<file path="src/rtl/uart_rx.sv">
// uart_rx
//   Receive end of the 8N1-style UART link: LSB first, one start bit,
//   DATA_BITS data bits, one stop bit and no parity. The raw line is
//   synchronised, each bit is sampled at its centre, and every good word is
//   presented with a one-cycle valid strobe.
//
// Ports
//   clk          system clock, all logic on the rising edge
//   reset        synchronous, active-high
//   rx_serial    raw serial line, idle high, asynchronous to clk
//   rx_data      last correctly framed word (bit 0 = first data bit on the line)
//   rx_valid     1-cycle pulse: rx_data has just been updated
//   frame_error  1-cycle pulse: stop bit sampled low, word discarded
//   busy         high in every state except IDLE
module uart_rx #(
  parameter int CLK_FREQUENCY = 100_000_000,
  parameter int BAUD_RATE     = 115_200,
  parameter int DATA_BITS     = 8
) (
  input  logic                 clk,
  input  logic                 reset,
  input  logic                 rx_serial,
  output logic [DATA_BITS-1:0] rx_data,
  output logic                 rx_valid,
  output logic                 frame_error,
  output logic                 busy
);

  localparam int BAUD_DIV = CLK_FREQUENCY / BAUD_RATE;
  localparam int HALF     = BAUD_DIV / 2;
  localparam int CNT_W    = $clog2(BAUD_DIV);
  localparam int IDX_W    = (DATA_BITS > 1) ? $clog2(DATA_BITS) : 1;

  typedef enum logic [2:0] {
    IDLE,
    START,
    DATA,
    STOP,
    BREAK
  } state_t;

  state_t               state;
  logic                 sync_meta;
  logic                 rx_sync;
  logic [CNT_W-1:0]     count;
  logic [IDX_W-1:0]     index;
  logic [DATA_BITS-1:0] shift;

  // Two-flop synchroniser; both stages reset to the idle (high) level so a
  // reset never looks like a start edge.
  always_ff @(posedge clk) begin
    if (reset) begin
      sync_meta <= 1'b1;
      rx_sync   <= 1'b1;
    end else begin
      sync_meta <= rx_serial;
      rx_sync   <= sync_meta;
    end
  end

  always_ff @(posedge clk) begin
    if (reset) begin
      state       <= IDLE;
      count       <= '0;
      index       <= '0;
      shift       <= '0;
      rx_data     <= '0;
      rx_valid    <= 1'b0;
      frame_error <= 1'b0;
      busy        <= 1'b0;
    end else begin
      rx_valid    <= 1'b0;
      frame_error <= 1'b0;
      case (state)
        IDLE: begin
          if (!rx_sync) begin
            state <= START;
            count <= '0;
            busy  <= 1'b1;
          end
        end

        // Re-check the line half a bit in; a short low glitch is dropped here.
        START: begin
          if (count == CNT_W'(HALF - 1)) begin
            count <= '0;
            if (!rx_sync) begin
              state <= DATA;
              index <= '0;
            end else begin
              state <= IDLE;
              busy  <= 1'b0;
            end
          end else begin
            count <= count + CNT_W'(1);
          end
        end

        // The counter wraps each bit period, so every sample lands on a bit centre.
        DATA: begin
          if (count == CNT_W'(BAUD_DIV - 1)) begin
            count        <= '0;
            shift[index] <= rx_sync;
            if (index == IDX_W'(DATA_BITS - 1)) begin
              state <= STOP;
            end else begin
              index <= index + IDX_W'(1);
            end
          end else begin
            count <= count + CNT_W'(1);
          end
        end

        // Leaving at the stop-bit centre gives IDLE half a bit of margin to
        // catch a back-to-back start edge.
        STOP: begin
          if (count == CNT_W'(BAUD_DIV - 1)) begin
            count <= '0;
            if (rx_sync) begin
              rx_data  <= shift;
              rx_valid <= 1'b1;
              state    <= IDLE;
              busy     <= 1'b0;
            end else begin
              frame_error <= 1'b1;
              state       <= BREAK;
            end
          end else begin
            count <= count + CNT_W'(1);
          end
        end

        // A line held low (break) must return high before a new frame can start.
        BREAK: begin
          if (rx_sync) begin
            state <= IDLE;
            count <= '0;
            busy  <= 1'b0;
          end
        end

        default: begin
          state <= IDLE;
          count <= '0;
          busy  <= 1'b0;
        end
      endcase
    end
  end

endmodule

</file>
<file path="config.mk">
export PLATFORM = sky130hd
export DESIGN_NAME = uart_rx
export DESIGN_NICKNAME = d
export VERILOG_FILES = /design/src/rtl/uart_rx.sv
export SDC_FILE = /design/constraint.sdc
export NUM_CORES = 1
export LEC_CHECK = 0
export BUFFER_PORTS_ARGS = -buffer_cell sky130_fd_sc_hd__buf_2
export CAP_MARGIN = 15
export CORE_UTILIZATION = 40
export DETAILED_ROUTE_END_ITERATION = 7
export GPL_TIMING_DRIVEN = 1
export HOLD_SLACK_MARGIN = 0.03
export SLEW_MARGIN = 20
export SYNTH_ARGS = -nofsm -noshare
export SYNTH_HDL_FRONTEND = slang
export SYNTH_SLANG_ARGS = --single-unit
</file>
<file path="constraint.sdc">
create_clock -name clk -period 4.53 [get_ports clk]
set_input_delay 0.6795 -clock clk [delete_from_list [all_inputs] [get_ports clk]]
set_output_delay 0.6795 -clock clk [all_outputs]
set_load 0.01 [all_outputs]
</file>
==> summary.txt <==
GRT
  • First-pass GRT wire length: roughly 6100 um
  • Largest net degree at the start of global routing: 39
  • GRT overflow: 0
  • Vias in the first global route: 1307
  • Initial antenna violation count: 0
  • GRT Overall Usage: 0.157

Clock tree
  • CTS root buffer: clkbuf_8
  • TritonCTS clock tree: yes
  • CTS Buffer Depth: 2
  • CTS Hold Buffers Added: 0
  • Post-CTS Resized: 0
  • H-tree depth: 2
  • Clock buffer count from CTS: 5
  • Clock sinks: 37
  • CTS clk-pin slew, worst paths: ~0.070 ns
  • Clk_lat worst skew: 0.29 ns
  • Post-CTS setup buffers: 0

Timing
  • Rel. slew slack: 0.320
  • Final-report hold violation count: 0
  • Worst Skew: roughly 0.0031 ns
  • RSZ-0062 raised after global routing: no
  • Final setup fails: 0
  • Maximum clock frequency: 379 MHz
  • Fin Setup TNS: 0 ns
  • Post-route minimum period: between 2 and 3 ns
  • Worst-margin pin slew: 1.01 ns
  • Final Cycle Share: 0.583
  • Pins Over Slew Limit: 0

Worst setup path
  • Arrival time worst endpoint: approximately 2.8 ns
  • Worst path slowest cell: nor4b_1
  • Crit path buf inv count: 0
  • Required @ worst endpoint: between 4 and 5 ns
  • Critical Path Sink Type: flip-flop
  • Crit start category: flip-flop
  • CP Cell Sequence: nor3b_1 > nor4b_1 > nand4_1 > mux2i_1 > nor2_1
  • Worst path max stage delay: 0.78 ns
  • CP Class: reg2reg
  • Cell family with most CP delay: simple AND/OR/NAND/NOR gates
  • Max FO, Critical Path: 16

Detailed routing
  • Vias post-DR: between 1500 and 2000
  • DRT Pass-1 Iters: 4
  • DRC viols: 0
  • ANT nets after route: 0
  • DRT iter0 DRCs: 56
  • Routed wire length: between 3000 and 4000 um
  • Drt via density: ~5.6
  • WL/cell: 13.5 um

Place
  • Placed cell count: roughly 270
  • Hpwl dp: between 2000 and 2500 um
  • Gpl congestion: between 0.8 and 0.9
  • Area after DPL: 0.00192 sq mm
  • I/O Buffers: 13

Logic synthesis
  • EDFF count, synth: 0
  • Post-Synthesis Cell Area: ~0.0018 sq mm
  • Synth Flop Type: dfxtp_1
  • Yosys top cell area share: 0.401
  • Warning count from the yosys run: 0
  • Sequential fraction of the synthesis area: 0.401
  • #FFs+latches synth: 37
  • Yosys cell types: 39
  • Async S/R FF share, synth: 0
  • Post-Syn Instances: ~210
  • Post-synthesis net count: 221
  • Syn_area_per_cell: about 8.6 sq um
  • Top cells by area, synth: dfxtp_1, mux2i_1, nor2_1
  • Leading area contributor after synthesis: dfxtp_1

Pwr
  • Total power: roughly 580 uW
  • Lkg Pwr: between 0.0007 and 0.0008 uW
  • Worst IR drop on VDD: around 0.20 mV
  • PD cells: between 200 and 300 mW/mm^2

Layout
  • Ant diodes: 0
  • Register area: 741 sq um
  • Final Non-Filler Cells: roughly 270
  • Fin area: between 0.002 and 0.0025 sq mm
  • Final net count: about 230
  • Area of the multi-input gates: 0.00103 sq mm
  • Layout cell share with drive strength beyond 1: 0.149
  • Area Overhead vs Synth: 8.32%
  • Fill cells: about 440

Hold path
  • Hold crit path type: reg2reg

Floorplanning
  • Rows: 24
  • Core Area: around 0.0044 sq mm
  • Die area: around 0.0049 sq mm
  • Die width: 70.0 um
  • Top Ports: 14
  • Die H: ~70 um
  • Initial Util: 0.422

Job
  • Max-Cap Viols: 0

Outcome
  • Status: finished clean
[sequential cells by signal, summed over array words and instances (netlist names)]
| name | count |
|---|---|
| count | 10 |
| rx_data | 8 |
| shift | 8 |
| index | 3 |
| state | 3 |
| busy | 1 |
| frame_error | 1 |
| rx_sync | 1 |
| rx_valid | 1 |
| sync_meta | 1 |
[area by class of cell]
class                   count  area share
clock buffers               5      0.0344
clock inverters             3     0.00874
inverters                   5     0.00937
multi-input cells         158       0.513
flip-flops and latches     37       0.370
well taps                  52      0.0325
repair buffers             13      0.0325
[stage by stage]
step           hold WS, ns  utilization  setup slack, ns
2_1_floorplan        0.389            -             2.48
3_3_place_gp         0.410        0.437             1.96
3_5_place_dp         0.405        0.437             1.93
4_1_cts              0.431        0.457             1.91
5_1_grt              0.451        0.457             1.65
6_report             0.423        0.457             1.89
[cells in the mapped netlist, drive strengths merged, types with 2 or more instances]
library cell	instances
dfxtp	37
nor2	27
nand2	19
mux2i	17
a21oi	11
nand3	10
o21ai	10
clkbuf	8
or3	7
buf	6
nor3	6
a31oi	5
inv	5
or2	5
ha	4
nand3b	4
nand4	4
or3b	4
nor4b	3
a211oi	2
nand4b	2
nand4bb	2
nor3b	2
nor4	2
o41ai	2
[worst register-to-register path, cell delays in order (launching register included)]
cell     delay (ns)
dfxtp_1        0.62
nor3b_1        0.62
nor4b_1        0.78
nand4_1        0.25
mux2i_1        0.20
nor2_1         0.05
[cells in the final DEF (no fill, tap or decap), types with 2 or more instances in the layout]
cell type  count
nor4b_4        2
o41ai_1        2
nand4bb_1      2
ha_1           4
clkbuf_8       5
or3b_1         2
nand4_1        4
inv_1          5
mux2i_1       17
nand2_1       19
nor3_1         6
nor2_1        27
nand3b_1       4
nor4_2         2
buf_2         13
nand3_1       10
nand4b_1       2
or3b_2         2
dfxtp_1       37
a31oi_1        5
a211oi_1       2
or3_1          7
clkinv_2       2
o21ai_0       10
or2_2          5
nor3b_1        2
a21oi_1       11
[worst paths after layout]
check | from | endpoint | slack [ns] | depth (start not counted)
worst min-delay path | sync_meta | rx_sync | 0.42 | 1
worst max register to register | state[1] | shift[7] | 1.89 | 5
worst max-delay path | state[1] | shift[7] | 1.89 | 5
worst min register to register | sync_meta | rx_sync | 0.42 | 1
[logic make-up after synthesis]
kind of cell	synth area share
AND/OR/NAND/NOR	0.315
buffers and inverters	0.0440
multiplexers	0.0920
adder cells (fa/ha/maj)	0.0271
AO/OA/AOI/OAI	0.117
XOR/XNOR	0.00474
flip-flops	0.401
[report_power, final]
group          total (uW)  internal, uW  switching, uW
Combinational        24.3          7.42           16.9
Sequential            332           328           4.42
Clock                 225           106            119
Total                 581           441            140
[routing by layer]
| layer | global-route usage | vias to the layer above | routed length (um) |
|---|---|---|---|
| li1 | - | 773 | - |
| met1 | 0.221 | 714 | 1910 |
| met2 | 0.224 | 29 | 1610 |
| met3 | 0.0433 | 6 | 123 |
| met4 | 0.0667 | 0 | 45 |
| met5 | 0 | - | 0 |
Power figures use the tool's default switching activity.
